### src/rtl/hazard_ctrl.sv
// rtl/hazard_ctrl.sv - load-use / branch-operand hazard detection and PC hold sequencing
module hazard_ctrl #(
  parameter int REG_ADDR_W = 5
) (
  input  logic                  clk,
  input  logic                  reset,
  input  logic [REG_ADDR_W-1:0] id_rs1,
  input  logic [REG_ADDR_W-1:0] id_rs2,
  input  logic                  id_rs1_used,
  input  logic                  id_rs2_used,
  input  logic                  id_is_branch,
  input  logic                  id_branch_taken,
  input  logic [REG_ADDR_W-1:0] ex_rd,
  input  logic                  ex_reg_write,
  input  logic                  ex_mem_read,
  input  logic [REG_ADDR_W-1:0] mem_rd,
  input  logic                  mem_mem_read,
  output logic                  stall,
  output logic                  stall_twice,
  output logic                  flush_idex,
  output logic                  flush_ifid,
  output logic                  busy
);

  typedef enum logic [1:0] {
    IDLE    = 2'd0,
    HOLD    = 2'd1,
    RELEASE = 2'd2
  } state_t;

  state_t state;
  state_t state_nxt;

  // Operand matches against EX and MEM destinations; register 0 is hardwired
  // and can never be the source of a hazard.
  logic rs1_ex_match;
  logic rs2_ex_match;
  logic rs1_mem_match;
  logic rs2_mem_match;
  logic ex_match;
  logic mem_match;
  logic ex_load;
  logic hz_two;
  logic hz_one;

  assign rs1_ex_match  = id_rs1_used && (id_rs1 == ex_rd)  && (ex_rd  != '0);
  assign rs2_ex_match  = id_rs2_used && (id_rs2 == ex_rd)  && (ex_rd  != '0);
  assign rs1_mem_match = id_rs1_used && (id_rs1 == mem_rd) && (mem_rd != '0);
  assign rs2_mem_match = id_rs2_used && (id_rs2 == mem_rd) && (mem_rd != '0);
  assign ex_match      = rs1_ex_match  || rs2_ex_match;
  assign mem_match     = rs1_mem_match || rs2_mem_match;
  assign ex_load       = ex_mem_read && ex_reg_write;

  // A branch comparing in ID against a load still in EX needs the data from WB,
  // two cycles away; every other dependency is resolved by a single hold.
  assign hz_two = id_is_branch && ex_load && ex_match;
  assign hz_one = (!hz_two && ex_load && ex_match)
               || (id_is_branch && ex_reg_write && !ex_mem_read && ex_match)
               || (id_is_branch && mem_mem_read && mem_match);

  // State register; reset abandons any hold sequence in progress.
  always_ff @(posedge clk) begin
    if (reset) begin
      state <= IDLE;
    end else begin
      state <= state_nxt;
    end
  end

  // Next state: only the two-cycle hazard leaves IDLE, then HOLD/RELEASE run unconditionally.
  always_comb begin
    state_nxt = state;
    case (state)
      IDLE:    if (hz_two) state_nxt = HOLD;
      HOLD:    state_nxt = RELEASE;
      RELEASE: state_nxt = IDLE;
      default: state_nxt = IDLE;
    endcase
  end

  // Mealy outputs; all forced low while reset is asserted.
  always_comb begin
    stall       = 1'b0;
    stall_twice = 1'b0;
    flush_idex  = 1'b0;
    flush_ifid  = 1'b0;
    busy        = 1'b0;
    if (!reset) begin
      case (state)
        IDLE: begin
          if (hz_two) begin
            stall_twice = 1'b1;
            stall       = 1'b1;
            flush_idex  = 1'b1;
          end else if (hz_one) begin
            stall       = 1'b1;
            flush_idex  = 1'b1;
          end else begin
            // A stalled branch is not resolved yet, so redirect only when not stalling.
            flush_ifid  = id_branch_taken;
          end
        end
        HOLD: begin
          stall      = 1'b1;
          flush_idex = 1'b1;
          busy       = 1'b1;
        end
        RELEASE: begin
          // The PC hold counter needs stall low here to reload and clear.
          flush_ifid = id_branch_taken;
          busy       = 1'b1;
        end
        default: begin
          busy = 1'b0;
        end
      endcase
    end
  end

endmodule
### config.mk
export PLATFORM = sky130hd
export DESIGN_NAME = hazard_ctrl
export DESIGN_NICKNAME = d
export VERILOG_FILES = /design/src/rtl/hazard_ctrl.sv
export SDC_FILE = /design/constraint.sdc
export NUM_CORES = 1
export LEC_CHECK = 0
export ABC_CLOCK_PERIOD_IN_PS = 1900
export CAP_MARGIN = 20
export CORE_MARGIN = 2
export CORE_UTILIZATION = 31
export CTS_BUF_LIST = sky130_fd_sc_hd__clkbuf_8
export DETAILED_ROUTE_END_ITERATION = 10
export PLACE_DENSITY = 0.76
export SLEW_MARGIN = 20
export SYNTH_ARGS = -nofsm -noshare
export SYNTH_HDL_FRONTEND = slang
export SYNTH_SLANG_ARGS = --single-unit
### constraint.sdc
create_clock -name clk -period 1.9 [get_ports clk]
set_clock_uncertainty 0.05 [all_clocks]
set_input_delay 0.38 -clock clk [delete_from_list [all_inputs] [get_ports clk]]
set_output_delay 0.38 -clock clk [all_outputs]
set_load 0.01 [all_outputs]
# Word-level counts from Yosys, hierarchy flattened
# Cells that the tools add are included.
# word_totals
elab_cells	51
register_bits	2
# classes
mux	15
reduce_logical	28
n_eq_ne	7
# op_table
cell	n
5-bit equality test	4
1-bit logical AND	18
1-bit 2-to-1 mux	11
5-bit nonzero test	2
1-bit logical OR	4
1-bit case mux with 2 select lines	2
2-bit case mux with 2 select lines	1
2-bit by 1-bit equality test with 1-bit output, second input constant	1
2-bit equality test, second input constant	1
1-bit logical NOT	2
2-bit logical NOT	1
2-bit 2-to-1 mux	1
2-bit inequality test, second input constant	1
2-bit OR reduction	1

# Logic depth before layout (Yosys ltp)
# Gate-level depths: netlist of the first run.
# depth
ltp_word	14
ltp_mapped	6
depth_no_buf	5

# Worst setup path before layout of the first run
# No wires, ideal clock.
# synth_timing
path_type	input-to-output
from	in ex_rd[1]
to	out stall
t_arrival_ns	1.593
n_path_buf	1
setup_slack_ns	-0.123
required_time_ns	1.470
stages	6
path_cell_list	or4_1 -> o21ai_1 -> nor2_1 -> a22oi_2 -> o2bb2ai_1 -> buf_4
# synth_via
elab_chain_cells	14
# synth_lines
element	line	text
start: declaration	13	input logic [REG_ADDR_W-1:0] ex_rd,
5-bit equality test, on equally long branches	46, 47	
1-bit logical AND, on equally long branches (2 in series)	46, 47	
1-bit logical OR *	50	assign ex_match = rs1_ex_match || rs2_ex_match;
1-bit logical AND	56	assign hz_two = id_is_branch && ex_load && ex_match;
1-bit logical NOT	57	assign hz_one = (!hz_two && ex_load && ex_match)
1-bit logical AND (2 in series)	57	
1-bit logical OR	58	|| (id_is_branch && ex_reg_write && !ex_mem_read && ex_match)
1-bit logical OR	59	|| (id_is_branch && mem_mem_read && mem_match);
1-bit 2-to-1 mux	--	
1-bit 2-to-1 mux *	--	
1-bit case mux with 2 select lines *	--	
1-bit 2-to-1 mux *	--	
end: declaration	18	output logic stall,
# Every way passes the cells marked *; elsewhere a longest branch is shown, timed or not.

# Worst setup path in the final report of the first run
# layout_timing
from	in mem_rd[1]
to	out flush_idex
# layout_via
elab_chain_cells	10
# layout_lines
element	line	text
start: declaration	16	input logic [REG_ADDR_W-1:0] mem_rd,
5-bit equality test, on equally long branches	48, 49	
1-bit logical AND, on equally long branches (2 in series)	48, 49	
1-bit logical OR *	51	assign mem_match = rs1_mem_match || rs2_mem_match;
1-bit logical AND *	59	
1-bit logical OR *	59	
1-bit 2-to-1 mux *	95	end else if (hz_one) begin
1-bit 2-to-1 mux *	91	if (hz_two) begin
1-bit case mux with 2 select lines *	89	case (state)
1-bit 2-to-1 mux *	88	if (!reset) begin
end: declaration	20	output logic flush_idex,
# Marked as above.

==> flow_results.org, run 1 <==
** Yosys
- The mapped netlist covers 469.2 µm².
- In this run, synthesis inferred 0 flip-flops with an integrated enable.
- Count of different cell masters after synthesis :: 21
- The share of synthesized area in the top cell type comes to 0.3733.
- After synthesis, the mean cell area works out to 7.692 µm².
- Part of the Yosys area used for sequential elements :: 0.08533
- During synthesis, Yosys emitted a total of 0 warnings.
- In the synthesized netlist, the number of instances is 61.
- Dominant cell by count in the synthesized netlist :: xnor2_1
- Of all cell types, the one taking the most synthesized area is xnor2_1.
- Synthesis-stage register bit count :: 2
- After synthesis, the share of flip-flops with an asynchronous set or reset is 0.
- The most used flip-flop cell after synthesis is dfxtp_1.
- The commonest cells after synthesis are xnor2_1 (20), nand2_1 (9), ha_1 (4), nand4_1 (4), nor2_1 (4).
- When the netlist entered floorplanning its net count stood at between 90 and 100.
- Sorting the synthesized cells by area gives the leading types as xnor2_1 (37%), ha_1 (11%), dfxtp_1 (8.5%), nand2_1 (7.2%), nand4_1 (5.3%).

** Run
- Max capacitance violation total :: 0

** Placement
- Post-Place Worst Slack :: -1.002 ns
- The number of placed instances, taps included, is 130.
- Gpl congestion :: 0.8025
- The count of buffers added on input and output ports is 33.
- Detailed-placement wirelength estimate :: 1.340 mm

** CTS
- Number of buffers between clock root and the deepest sink :: 2
- Clock-pin transition on the worst setup and hold timing paths :: around 0.030 ns
- CTS hold repair buffers :: 0
- TritonCTS clock tree :: built
- TritonCTS created 3 clock buffers.
- CTS saw 2 sinks.
- Clock latency at the later pin of the worst-skew pair :: 0.22 ns
- Buffer cell driving the clock tree root :: clkbuf_8
- CTS built an H-tree with a depth of 1.

** Drt
- Detailed-routing iteration count for the pre-antenna-repair pass :: 4
- After detailed routing, the average wire length per cell comes to 14.08 µm.
- Routed vias :: 670
- After detailed routing, the number of remaining DRC violations is 0.
- After detailed routing, the number of vias per cell comes to 4.926.
- In this run, the number of DRC markers left after iteration 0 of detailed routing was 8.
- WL final :: 1.915 mm
- The detail route stage leaves a number of antenna-violating nets equal to 0.

** Cells and area
- The largest registers in the layout are state x2.
- Most flops, register :: state
- Total Nets Final :: 155
- Of the cells placed in the final design, the portion with a size suffix greater than 1 is 0.4667.
- Number of inserted diodes :: 0
- Layout Cells excl Fill :: 136
- The register with the most flip-flops in the layout has 2 of them.
- Area grow syn2layout :: 134.1%
- Once layout is complete, the utilization of the core stands at 0.7556.

** Critical path
- For this design, the slowest cell found on the critical path is or3_1.
- Critical-path cell list :: buf_2, or3_1, o311a_1, a22oi_2, buf_4, o2bb2ai_4, buf_6
- The worst setup path is launched from an input port.
- STA puts the critical path data required time at roughly 1.5 ns.
- The worst setup path is captured at a primary output.
- Start point of the critical path :: mem_rd[1]
- Counting both buffers and inverters, the worst setup path holds a total of 3.
- Path type of the worst setup path :: input port to primary output
- The largest single stage delay on the critical path is 0.36 ns.
- In this run the critical register-to-register path is launched from state[0].
- STA puts the critical path data arrival time at roughly 1.7 ns.
- Of all nets on the critical path, the largest fanout is 2.
- The kind of cell with the highest combined delay along the critical path is compound AO/OA/AOI/OAI gates.

** Floorplan
- Effective utilization at floorplan :: 0.3227
- In this run the standard cell core region covers 1454 µm².
- Placement Rows :: 14
- Area of the die :: around 1800 µm²
- 34 I/O pins were placed.
- Floorplan die height :: 42.91 µm
- Floorplan die width :: around 43 µm

** Global route
- Vias in the first global route :: 682
- Maximum number of pins on one net before global-route repair :: 5
- GRT Resource Usage Total :: 0.2084
- Wire length of the first global-routing pass :: 2.822 mm
- The number of antenna violations at the first check in global routing was 0.
- For this run the aggregate overflow at the end of global routing stands at 0.

** Timing
- Hold violation count in the final report :: 0
- Unrepaired setup endpoints after global routing :: yes
- Finish-stage setup viols :: 4
- Count of final max-slew check failures :: 0
- After layout, the worst setup slack is -0.2629 ns.
- Worst hold slack :: 0.4756 ns
- Timing would allow up to 462.4 MHz.
- Time the worst path needs with I/O delays and setup :: 2.163 ns
- Least-Margin Pin Slew :: between 0.2 and 0.25 ns
- Final setup TNS :: -0.8410 ns
- Relative slew margins :: 0.8559
- Portion of the clock cycle consumed by the worst path in the final layout :: 1.138

** Hold path
- Worst Hold Launch :: state[0]
- Class of the most critical hold timing path :: register to register

** Power and ir drop
- For this design the static power due to leakage is 0.5194 nW.
- Worst VDD drop :: 0.0002938 V
- In this run the power density over the cells is 371.3 nW/µm².

** Outcome
- Violations in the final reports :: setup timing
- Run status :: finished with violations
## metrics by stage
stage / power, mW / instance area (µm²)
global placement: 0.2118 / 977.2
global route: 0.4261 / 1099
detailed placement: 0.2139 / 977.2
CTS: 0.3933 / 1056
floorplan: 0.1016 / 476.7
finish: 0.4079 / 1099
## what timing repair did
item | in CTS | in global routing
resized for setup | 73 | 10
hold endpoints to repair | 0 | 0
buffers inserted | 2 | 1
setup endpoints to repair | 6 | 4
pin swaps | 14 | 11
## placed cells by master, fill, tap and decap left out, types with 4 or more instances in the layout
master,netlist,layout
clkdlybuf4s50_1,0,8
xnor2_2,0,7
xnor2_1,20,13
nand4_1,4,4
nand2_1,9,8
buf_2,0,6
dlygate4sd2_1,0,10
buf_6,0,6
ha_1,4,4
buf_4,1,23
## final cells by class
cell class / count / area, µm²
clock buffer: 3 / 41.29
multi-input combinational: 55 / 513.0
fill: 115 / 355.3
inverter: 3 / 11.26
sequential: 2 / 40.04
tap: 16 / 20.02
timing repair buffer: 57 / 473.0
## path summary, 6_finish.rpt
path / end / slack [ns] / cells past startpoint
min: state[0] / 0.48 / 2
max reg2reg: state[1] / 0.78 / 4
min reg2reg: state[0] / 0.48 / 2
max: flush_idex / -0.26 / 7
## report_power, final
group | total [mW] | internal (mW) | switching [mW]
combinational | 0.188 | 0.114 | 0.0745
clock | 0.177 | 0.135 | 0.0421
sequential | 0.0426 | 0.0425 | 0.0000829
## tightest hold or removal path, cell delays in order, from the launching register on
cell     delay (ns)
dfxtp_1        0.31
inv_1          0.09
a21oi_1        0.07
## per-layer routing
layer | global-route usage | part of all wire | up-vias
li1 | - | - | 330
met1 | 0.2321 | 0.41 | 307
met2 | 0.3545 | 0.50 | 25
met3 | 0.03830 | 0.045 | 8
met4 | 0.1375 | 0.044 | 0
met5 | 0 | 0 | -
## cells by family (layout without fill, tap and decap cells)
logic type | count (synthesis) | after routing | synth area share
buffers and inverters | 4 | 63 | 0.04000
AO/OA/AOI/OAI | 9 | 9 | 0.1600
AND/OR/NAND/NOR | 21 | 21 | 0.2133
flip-flops | 2 | 2 | 0.08534
adder cells (fa/ha/maj) | 4 | 4 | 0.1067
XOR/XNOR | 20 | 20 | 0.3733
multiplexers | 1 | 1 | 0.02133
No activity file was read; power rests on OpenSTA's default activity.
==> run 2, diff against run 1 <==
Settings changed: SKIP_LAST_GASP set to 1.
==> run 2 against run 1 <==
  * The flow still finishes with violations (setup timing)
  * Via count down 2.5%
  * Power down 2.5%
  * First-iteration DRC count down 50%
  * Critical path type unchanged
  * Critical endpoint unchanged
  * Largest power group unchanged
==> flow_results.org, run 2 (same netlist as run 1, synthesis figures left out) <==
** Timing
- Time the worst path needs with I/O delays and setup :: 2.181 ns
- Setup repair after global routing could not meet its margin everywhere.
- Max Freq :: 458.5 MHz
- The total count of hold-check failures in the final report is 0.
- Least-Margin Pin Slew :: 0.1859 ns
- Of the available clock period, the critical path in the final layout requires 1.148.
- Setup violations remaining at the end of the flow were counted as 4.
- Relative slew margins :: 0.8761
- Adding up every negative setup slack in the final design gives -0.8308 ns.
- The max-slew violation count was 0.
- Setup slack after layout :: -0.2809 ns

** Critical path
- Measured in cells, the most critical reg-to-reg path has a length of 4.
- Path length in cells of the critical path :: 7
- In this design, the stage delay of the slowest critical-path cell is 0.36 ns.
- STA classifies the critical path endpoint as a primary output.
- STA puts the critical path data arrival time at 1.75 ns.
- Data required time of the worst path :: 1.47 ns
- The worst register-to-register path begins at state[0].
- Nature of the critical path startpoint :: input port
- Among all stages on the critical path, the largest delay is contributed by or3_1.
- Tracing the worst setup path back leads to its startpoint at mem_rd[1].
- Highest fanout seen on the critical path :: 2
- Path type of the worst setup path :: input port to primary output
- Among cell families on the critical path, the largest total delay comes from compound AO/OA/AOI/OAI gates.
- Walking the worst path, the cells encountered are buf_2, or3_1, o311a_1, a22oi_2, buf_4, o2bb2ai_4, buf_6.
- Number of buffers and inverters on the critical path :: 3

** Outcome
- The final reports fail on setup timing.
- The flow ran to the end, but the final reports show violations.

** CTS
- The cell sitting at the root of the clock tree is a clkbuf_8.
- Total number of H-tree levels :: 1
- The number of clock buffers added by TritonCTS is 3.
- Counting every sink on the clock net gives 2.
- Clock latency at the later pin of the worst-skew pair :: 0.21 ns
- The clock passes through at most 2 buffers.
- TritonCTS clock tree :: built
- Clock-pin transition on the worst setup and hold timing paths :: ~0.030 ns

** Power and ir drop
- For this design the ratio of total power to cell area is 371.6 nW/µm².
- The analysis attributes to cell leakage a power of 0.4939 nW.
- The completed layout was analyzed and its total power is ~0.40 mW.
- Across the VDD grid, the largest voltage drop is around 0.00028 V.

** Drt
- Drt via density :: 4.801
- In the final routed layout, each cell accounts on average for approximately 13 µm.
- Routed Antenna Nets :: 0
- Across all layers, the routed design uses 653 vias.
- In the routed design, unresolved DRC markers number 0.
- The first detailed-routing pass took 4 iterations.
- WL final :: 1.762 mm
- In this run, the number of DRC markers left after iteration 0 of detailed routing was 4.

** Cells and area
- The layout has roughly 120 filler cells.
- Most flops, register :: state
- Commonest cells after routing, fill and taps aside :: buf_4 (22), xnor2_1 (15), nand2_1 (8), clkdlybuf4s50_1 (8), buf_6 (8)
- Final Util :: 0.7358
- In the final layout, the share of cells above drive strength 1 is 0.4750.
- Summed area of non-filler cells in the final layout :: 1070 µm²
- Registers with the most flip-flops :: state x2
- Number of inserted diodes :: 0
- Total Nets Final :: 155
- From synthesis to final layout, the design area changed by 128.0%.
- The register with the most flip-flops in the layout has 2 of them.
- Most common cell after layout, fill and taps aside :: buf_4

** Run
- Max capacitance violation total :: 0

** Hold path
- The worst hold path was traced through 2 stages.
- The min-delay analysis places its worst path in the category register to register.
- The worst hold path begins at state[0].

** Floorplan
- Floorplan die height :: roughly 43 µm
- During I/O placement, the number of pins put on the boundary was 34.
- Area of the die :: approximately 1800 µm²
- Floorplan die width :: 42.91 µm
- After floorplanning, the core was divided into 14 placement rows.
- Effective utilization at floorplan :: 0.3227
- CORE AREA :: 1454 µm²

** Global route
- Gr ovfl total :: 0
- Vias in the first global route :: 650
- Initial antenna violation count :: 0
- In the global route stage, overall resource usage came out at 0.1934.
- The first global-routing pass estimated 2.628 mm of wire.
- Entering global routing, the biggest net connects 5 pins.

** Placement
- Detailed-placement wirelength estimate :: about 1.3 mm
- Post-placement cell area :: 977.2 µm²
- The congestion estimate from routability-driven global placement came to 0.8025.
- Total of buffers placed on input and output ports :: 33
==> run 2: path summary, 6_finish.rpt <==
| check | to | slack (ns) |
|---|---|---|
| min reg2reg | state[0] | 0.47 |
| max | flush_idex | -0.28 |
| max reg2reg | state[1] | 0.82 |
| min | state[0] | 0.47 |
==> run 2: stage by stage <==
| stage | hold WS, ns | std cells | setup WS (ns) |
|---|---|---|---|
| detailed placement | 0.4672 | 130 | -1.002 |
| global placement | 0.4630 | 130 | -0.9735 |
| finish | 0.4705 | 136 | -0.2809 |
| floorplan | 0.4047 | 61 | -0.06224 |
| global route | 0.5049 | 136 | -0.3128 |
| CTS | 0.4715 | 135 | -0.2780 |
==> run 2: worst min-delay path: cells and delay by family (launching register included) <==
family                 cells  cell delay (ns)
AOI/OAI and AO/OA          1             0.07
buffers and inverters      1             0.09
DFF                        1             0.30
==> run 2: where the power goes <==
part	leakage, nW	switching, mW	internal [mW]
Clock	0.0216	0.0389	0.134
Combinational	0.456	0.0698	0.112
Sequential	0.0161	0.0000804	0.0425
==> run 2: cell type report <==
cell class | count | area [µm²] | share of cell area
repair buffers | 57 | 466.7 | 0.4363
multi-input cells | 55 | 490.5 | 0.4585
flip-flops and latches | 2 | 40.04 | 0.03743
well taps | 16 | 20.02 | 0.01871
clock buffers | 3 | 41.29 | 0.03860
inverters | 3 | 11.26 | 0.01053
==> run 2: routing by layer <==
metal | vias up | global-route usage | share of wire
met3 | 6 | 0.04255 | 0.048
met4 | 0 | 0.1313 | 0.032
li1 | 332 | - | -
met1 | 290 | 0.2112 | 0.41
met2 | 25 | 0.3273 | 0.51
met5 | - | 0 | 0
==> run 2: what timing repair did <==
action                                 CTS  global route
resized for setup                       69            19
setup endpoints to repair                6             4
hold buffers                             0             0
endpoints found under the hold margin    0             0
pin swaps                               14            13
setup buffers                            2             1
